==> config.mk <==
export PLATFORM = sky130hd
export DESIGN_NAME = cnn_core_stream_adapter
export DESIGN_NICKNAME = d
export VERILOG_FILES = /design/src/rtl/cnn_core_stream_adapter_pkg.sv /design/src/rtl/cnn_core_stream_adapter_reducer.sv /design/src/rtl/cnn_core_stream_adapter.sv
export SDC_FILE = /design/constraint.sdc
export NUM_CORES = 1
export LEC_CHECK = 0
export BUFFER_PORTS_ARGS = -buffer_cell sky130_fd_sc_hd__buf_2
export CORE_ASPECT_RATIO = 1.1
export CORE_MARGIN = 2
export CORE_UTILIZATION = 53
export DETAILED_ROUTE_END_ITERATION = 7
export HOLD_SLACK_MARGIN = 0.03
export PLACE_DENSITY = 0.8
export REMOVE_ABC_BUFFERS = 1
export SYNTH_ARGS = -nofsm -noshare
export SYNTH_HDL_FRONTEND = slang
export SYNTH_SLANG_ARGS = --single-unit
==> constraint.sdc <==
create_clock -name clk -period 3.8 [get_ports clk]
set_clock_uncertainty 0.15 [all_clocks]
set_input_delay 0.19 -clock clk [delete_from_list [all_inputs] [get_ports clk]]
set_output_delay 0.19 -clock clk [all_outputs]
set_load 0.05 [all_outputs]
==> src/rtl/cnn_core_stream_adapter_pkg.sv <==
// Shared cnn_core dimensions, adapter state encoding and a clog2 helper
// used by the stream adapter and its result reducer.
package cnn_core_stream_adapter_pkg;

    localparam int CNN_CI         = 2;
    localparam int CNN_KX         = 3;
    localparam int CNN_KY         = 3;
    localparam int CNN_CO         = 4;
    localparam int CNN_I_FM_BW    = 8;
    localparam int CNN_O_F_BW     = 20;
    localparam int CNN_O_F_ACC_BW = 22;
    localparam int CNN_LOAD_MODE  = 1;
    localparam int CNN_N          = CNN_CI * CNN_KX * CNN_KY;

    typedef enum logic [1:0] {
        ST_LOAD   = 2'd0,
        ST_FIRE   = 2'd1,
        ST_WAIT   = 2'd2,
        ST_RESULT = 2'd3
    } adapter_state_e;

    function automatic int clog2(input int value);
        int result;
        int rem;
        result = 0;
        rem    = value - 1;
        while (rem > 0) begin
            result = result + 1;
            rem    = rem >> 1;
        end
        return result;
    endfunction

endpackage

==> src/rtl/cnn_core_stream_adapter_reducer.sv <==
// CO-way adder over the core output slices; each slice is zero-extended
// and the sum wraps modulo 2^O_F_ACC_BW.
module cnn_result_reducer
    import cnn_core_stream_adapter_pkg::*;
#(
    parameter int CO         = CNN_CO,
    parameter int O_F_BW     = CNN_O_F_BW,
    parameter int O_F_ACC_BW = CNN_O_F_ACC_BW
) (
    input  logic [CO*O_F_BW-1:0]   i_fmap,
    output logic [O_F_ACC_BW-1:0]  o_sum
);

    always_comb begin
        o_sum = '0;
        for (int c = 0; c < CO; c++) begin
            o_sum = o_sum + O_F_ACC_BW'(i_fmap[c*O_F_BW +: O_F_BW]);
        end
    end

endmodule

==> src/rtl/cnn_core_stream_adapter.sv <==
// Assembles an input window from a serial stream, fires it to cnn_core,
// and returns channel 0 plus the cross-channel sum over a valid/ready port.
module cnn_core_stream_adapter
    import cnn_core_stream_adapter_pkg::*;
#(
    parameter int CI         = CNN_CI,
    parameter int KX         = CNN_KX,
    parameter int KY         = CNN_KY,
    parameter int CO         = CNN_CO,
    parameter int I_FM_BW    = CNN_I_FM_BW,
    parameter int O_F_BW     = CNN_O_F_BW,
    parameter int O_F_ACC_BW = CNN_O_F_ACC_BW,
    parameter int LOAD_MODE  = CNN_LOAD_MODE
) (
    input  logic                          clk,
    input  logic                          reset_n,
    input  logic                          i_soft_reset,
    input  logic                          i_load_valid,
    output logic                          o_load_ready,
    input  logic [I_FM_BW-1:0]            i_load_data,
    output logic                          o_core_valid,
    output logic [CI*KX*KY*I_FM_BW-1:0]   o_core_fmap,
    input  logic                          i_core_valid,
    input  logic [CO*O_F_BW-1:0]          i_core_fmap,
    output logic                          o_res_valid,
    input  logic                          i_res_ready,
    output logic [O_F_BW-1:0]             o_res_ch0,
    output logic [O_F_ACC_BW-1:0]         o_res_acc,
    output logic                          o_busy,
    output logic                          o_err_unexp
);

    localparam int N     = CI * KX * KY;
    localparam int CNT_W = (N > 1) ? clog2(N) : 1;
    localparam int WIN_W = N * I_FM_BW;

    adapter_state_e         state_q, state_d;
    logic [CNT_W-1:0]       tapCnt_q, tapCnt_d;
    logic [WIN_W-1:0]       window_q, window_d;
    logic [O_F_BW-1:0]      resCh0_q, resCh0_d;
    logic [O_F_ACC_BW-1:0]  resAcc_q, resAcc_d;
    logic                   errUnexp_q, errUnexp_d;
    logic [O_F_ACC_BW-1:0]  coreSum;

    cnn_result_reducer #(
        .CO         (CO),
        .O_F_BW     (O_F_BW),
        .O_F_ACC_BW (O_F_ACC_BW)
    ) u_reducer (
        .i_fmap (i_core_fmap),
        .o_sum  (coreSum)
    );

    always_comb begin
        state_d    = state_q;
        tapCnt_d   = tapCnt_q;
        window_d   = window_q;
        resCh0_d   = resCh0_q;
        resAcc_d   = resAcc_q;
        errUnexp_d = errUnexp_q;

        unique case (state_q)
            ST_LOAD: begin
                if (i_load_valid) begin
                    if (LOAD_MODE == 0) begin
                        window_d = {N{i_load_data}};
                        state_d  = ST_FIRE;
                    end else begin
                        window_d[tapCnt_q*I_FM_BW +: I_FM_BW] = i_load_data;
                        if (tapCnt_q == CNT_W'(N - 1)) begin
                            tapCnt_d = '0;
                            state_d  = ST_FIRE;
                        end else begin
                            tapCnt_d = tapCnt_q + 1'b1;
                        end
                    end
                end
            end
            ST_FIRE: state_d = ST_WAIT;
            ST_WAIT: begin
                if (i_core_valid) begin
                    resCh0_d = i_core_fmap[0 +: O_F_BW];
                    resAcc_d = coreSum;
                    state_d  = ST_RESULT;
                end
            end
            ST_RESULT: begin
                if (i_res_ready) begin
                    state_d = ST_LOAD;
                end
            end
            default: state_d = ST_LOAD;
        endcase

        // A core response is only meaningful while a window is outstanding.
        if (i_core_valid && (state_q != ST_WAIT)) begin
            errUnexp_d = 1'b1;
        end

        if (i_soft_reset) begin
            state_d    = ST_LOAD;
            tapCnt_d   = '0;
            window_d   = '0;
            resCh0_d   = '0;
            resAcc_d   = '0;
            errUnexp_d = 1'b0;
        end
    end

    always_ff @(posedge clk or negedge reset_n) begin
        if (!reset_n) begin
            state_q    <= ST_LOAD;
            tapCnt_q   <= '0;
            window_q   <= '0;
            resCh0_q   <= '0;
            resAcc_q   <= '0;
            errUnexp_q <= 1'b0;
        end else begin
            state_q    <= state_d;
            tapCnt_q   <= tapCnt_d;
            window_q   <= window_d;
            resCh0_q   <= resCh0_d;
            resAcc_q   <= resAcc_d;
            errUnexp_q <= errUnexp_d;
        end
    end

    assign o_load_ready = (state_q == ST_LOAD);
    assign o_core_valid = (state_q == ST_FIRE);
    assign o_res_valid  = (state_q == ST_RESULT);
    assign o_busy       = (state_q != ST_LOAD);
    assign o_core_fmap  = window_q;
    assign o_res_ch0    = resCh0_q;
    assign o_res_acc    = resAcc_q;
    assign o_err_unexp  = errUnexp_q;

endmodule

==> impl_metrics.yaml <==
outcome:
  status: "finished, final reports clean"
global_routing:
  antenna_found_initial: 0
  grt_usage_pct: 28.6
  grt_pass1_wl_mm: 49.0
  grt_max_degree: 104
  overflow: 0
  first_global_vias: 9550
floorplanning:
  die_x_um: 139
  start_util_pct: 53.7
  die_y_um: 152
  core_area_sq_mm: 0.0197
  row_count: 54
  io_pins: 285
  die-area_sq_mm: 0.0211
clock_tree:
  htreeDepth: 4
  root_buffer: "clkbuf_16"
  cts_buffers: 17
  clock_sinks: 194
  cts.path.max_buffers: 2
  clkLatencyLatePin_ps: 430
  clkSlewWorstSetupHoldPaths_ps: 80
  cts_tree: "built"
worst_setup_path:
  path_cells: "buf_2 -> ha_2 -> fa_2 -> a211oi_4 -> o21ai_1 -> a21oi_1 -> buf_4 -> inv_1 -> a21oi_2 -> xor2_1 -> fa_1 -> inv_1 -> ha_1 -> a21o_1 -> a211oi_2 -> a21oi_1 -> a311oi_2 -> xor2_1 -> o21ai_0"
  crit_fanout: 4
  crit_buf_inv: 4
  r2r_start: "tapCnt_q[1]$_DFFE_PN0P_"
  cp.required_ps: 3960
  crit_slowest_cell: "fa_1"
  cp-start-kind: "input pin"
  rr_endpoint: "o_core_fmap[110]$_DFFE_PN0P_"
  crit_arrival_ps: 3900
  crit_family: "compound AO/OA/AOI/OAI gates"
  cpPeakStageDelay_ps: 440
  endpoint_kind: "register"
  rr_worst_depth: 8
  r2r_setup_slack_ps: 380
  crit_type: "input pin to register"
cells_and_area:
  fill_cells: 1482
  nNetsFinal: 1648
  drive_gt1_share_pct: 30.1
  diodes: 0
  area_delta_synth_final_pct: 30.7
logic_synthesis:
  syn_area_sq_mm: 0.0106
  synthCells: 1115
  yosysWarnings: 0
  avgSynthCellArea_sq_um: 9.50
  ys_types: 58
  synth_seq_cells: 194
  synth-main-ff-cell: "dfrtp_1"
  synth_edf_count: 0
  async_flop_share_pct: 100
  seq_area_frac_synth_pct: 45.9
place:
  hpwl_mm: 22.1
  routabilityCongestion: 0.942
  dp_worst_setup_slack_ps: -541
  io_buffers: 284
sta:
  maxSlewViolCount: 0
  fin_crit_ps: 3740
  finalHoldViolCount: 0
  relSlewSlack_pct: 19.7
  tightest_slew_ps: 1200
  layout_setup_ws_ps: 58.0
  finalSetupTns_ps: 0
  fin_crit_sh_pct: 98.5
  fmaxAchievable_mhz: 267
  setup_viol: 0
hold_path:
  hold_path_depth: 4
  min_from: "i_core_fmap[40]"
  hold_class: "input pin to register"
  hold-path-endpoint: "o_res_acc[0]$_DFFE_PN0P_"
route:
  drt_iter0_drc: 636
  routed_via_density: 5.57
  drt-total-wl_mm: 30.7
  detailroute.via_count: 9737
  ant_nets: 0
  firstDrtPassIters: 7
  drc_errors: 0
  wl_per_cell_um: 17.6
flow_run:
  drv_cap: 0
pwr:
  p_per_area_mw_per_mm2: 465
  vdd_ir_drop_max_uv: 341
  leakage_nw: 7.30
cells by family after synthesis:
family / after synthesis / share of synthesized area [%]
AOI/OAI and AO/OA: 290 / 17.7
muxes: 27 / 2.60
adders and majority gates: 70 / 9.83
buffers and inverters: 158 / 5.66
and+or+nand+nor: 338 / 15.3
DFF: 194 / 45.9
xor gates and xnor gates: 38 / 3.14
cell usage in the layout (no fill, tap or decap), types with 10 or more instances in the layout:
cell type,netlist,final
buf_2,2,282
dfrtp_1,194,194
nand2_1,111,111
inv_1,105,104
buf_4,1,94
a21oi_1,91,82
nor2_1,81,80
a22o_1,68,68
o21ai_0,68,63
ha_1,48,44
nand3_1,39,39
dlygate4sd3_1,0,26
nor3_1,25,25
mux2i_1,23,23
fa_1,22,21
xnor2_1,21,20
xor2_1,17,17
nand3b_1,17,17
clkbuf_16,0,17
a21o_1,12,12
o21ai_1,6,10
where the power goes:
group          internal [mW]  switching [mW]  leakage, nW
Combinational          0.986            1.49         4.31
Sequential              2.10          0.0331         2.71
Clock                  0.938           0.897        0.286
worst max-delay path by stage:
stage | start | end | depth (start not counted) | slack, ps
after detailed placement | i_core_fmap[0] | o_res_acc[20]$_DFFE_PN0P_ | 18 | -540
after global routing | i_core_fmap[0] | o_res_acc[18]$_DFFE_PN0P_ | 21 | -150
after global placement | i_core_fmap[0] | o_res_acc[20]$_DFFE_PN0P_ | 18 | -430
after floorplan | i_core_fmap[0] | o_res_acc[18]$_DFFE_PN0P_ | 18 | -200
after CTS | i_core_fmap[1] | o_res_acc[20]$_DFFE_PN0P_ | 18 | 8
final | i_core_fmap[0] | o_res_acc[18]$_DFFE_PN0P_ | 19 | 60
per-stage QoR:
stage / cells / instance area (sq um) / total power [mW] / hold slack [ps] / util, %
after CTS: 1748 / 13700 / 6.34 / 44.7 / 69.5
after detailed placement: 1690 / 12800 / 4.49 / 183 / 65.1
after global placement: 1690 / 12800 / 4.44 / 179 / 65.1
final: 1749 / 13800 / 6.44 / 42.5 / 70.1
after floorplan: 1062 / 10400 / 3.62 / -256 / -
after global routing: 1749 / 13800 / 6.79 / 53.7 / 70.1
layer usage:
layer,wire (um),global-route usage [%],vias to the layer above
li1,-,-,4595
met1,12000,34.5,4674
met2,15600,51.0,407
met3,2350,6.76,61
met4,790,8.71,0
met5,0,0,-
flip-flops by register name, indices dropped and copies added (netlist names):
signal / flops
o_res_acc: 22
o_err_unexp: 1
state_q: 2
tapCnt_q: 5
o_core_fmap: 144
o_res_ch0: 20
cell usage after synthesis (all sizes together) (8+ instances only):
cell,count,area [sq um]
a211oi,9,67.6
a21o,12,90.1
a21oi,91,455
a22o,68,596
and3,8,50.1
buf,10,43.8
clkbuf,43,161
dfrtp,194,4850
fa,22,440
ha,48,601
inv,105,394
mux2i,23,230
nand2,111,417
nand3,39,195
nand3b,17,128
nand4,8,50.1
nor2,83,317
nor2b,9,56.3
nor3,26,135
o21ai,74,370
o21bai,9,67.6
xnor2,21,184
xor2,17,149
tightest hold or removal path, delay by kind of cell:
family                     cells  cell delay [ps]
AOI/OAI and AO/OA              1               80
adders and majority gates      1              160
buffers and inverters          2              150
what timing repair did:
| action | CTS | global route |
|---|---|---|
| resized for setup | 2 | 29 |
| buffers inserted | 0 | 1 |
| endpoints found under the setup margin | 5 | 11 |
| hold buffers | 26 | 0 |
| hold endpoints to repair | 124 | 0 |
| pin swaps | 0 | 20 |
area by class of cell:
| type | instances | area (sq um) | share of cell area (%) |
|---|---|---|---|
| multi-input cells | 763 | 5290 | 38.2 |
| flip-flops and latches | 194 | 4850 | 35.1 |
| repair buffers | 403 | 2390 | 17.3 |
| clock buffers | 17 | 425 | 3.07 |
| inverters | 105 | 394 | 2.85 |
| well taps | 252 | 315 | 2.28 |
| clock inverters | 15 | 169 | 1.22 |
Power figures use the tool's default switching activity.
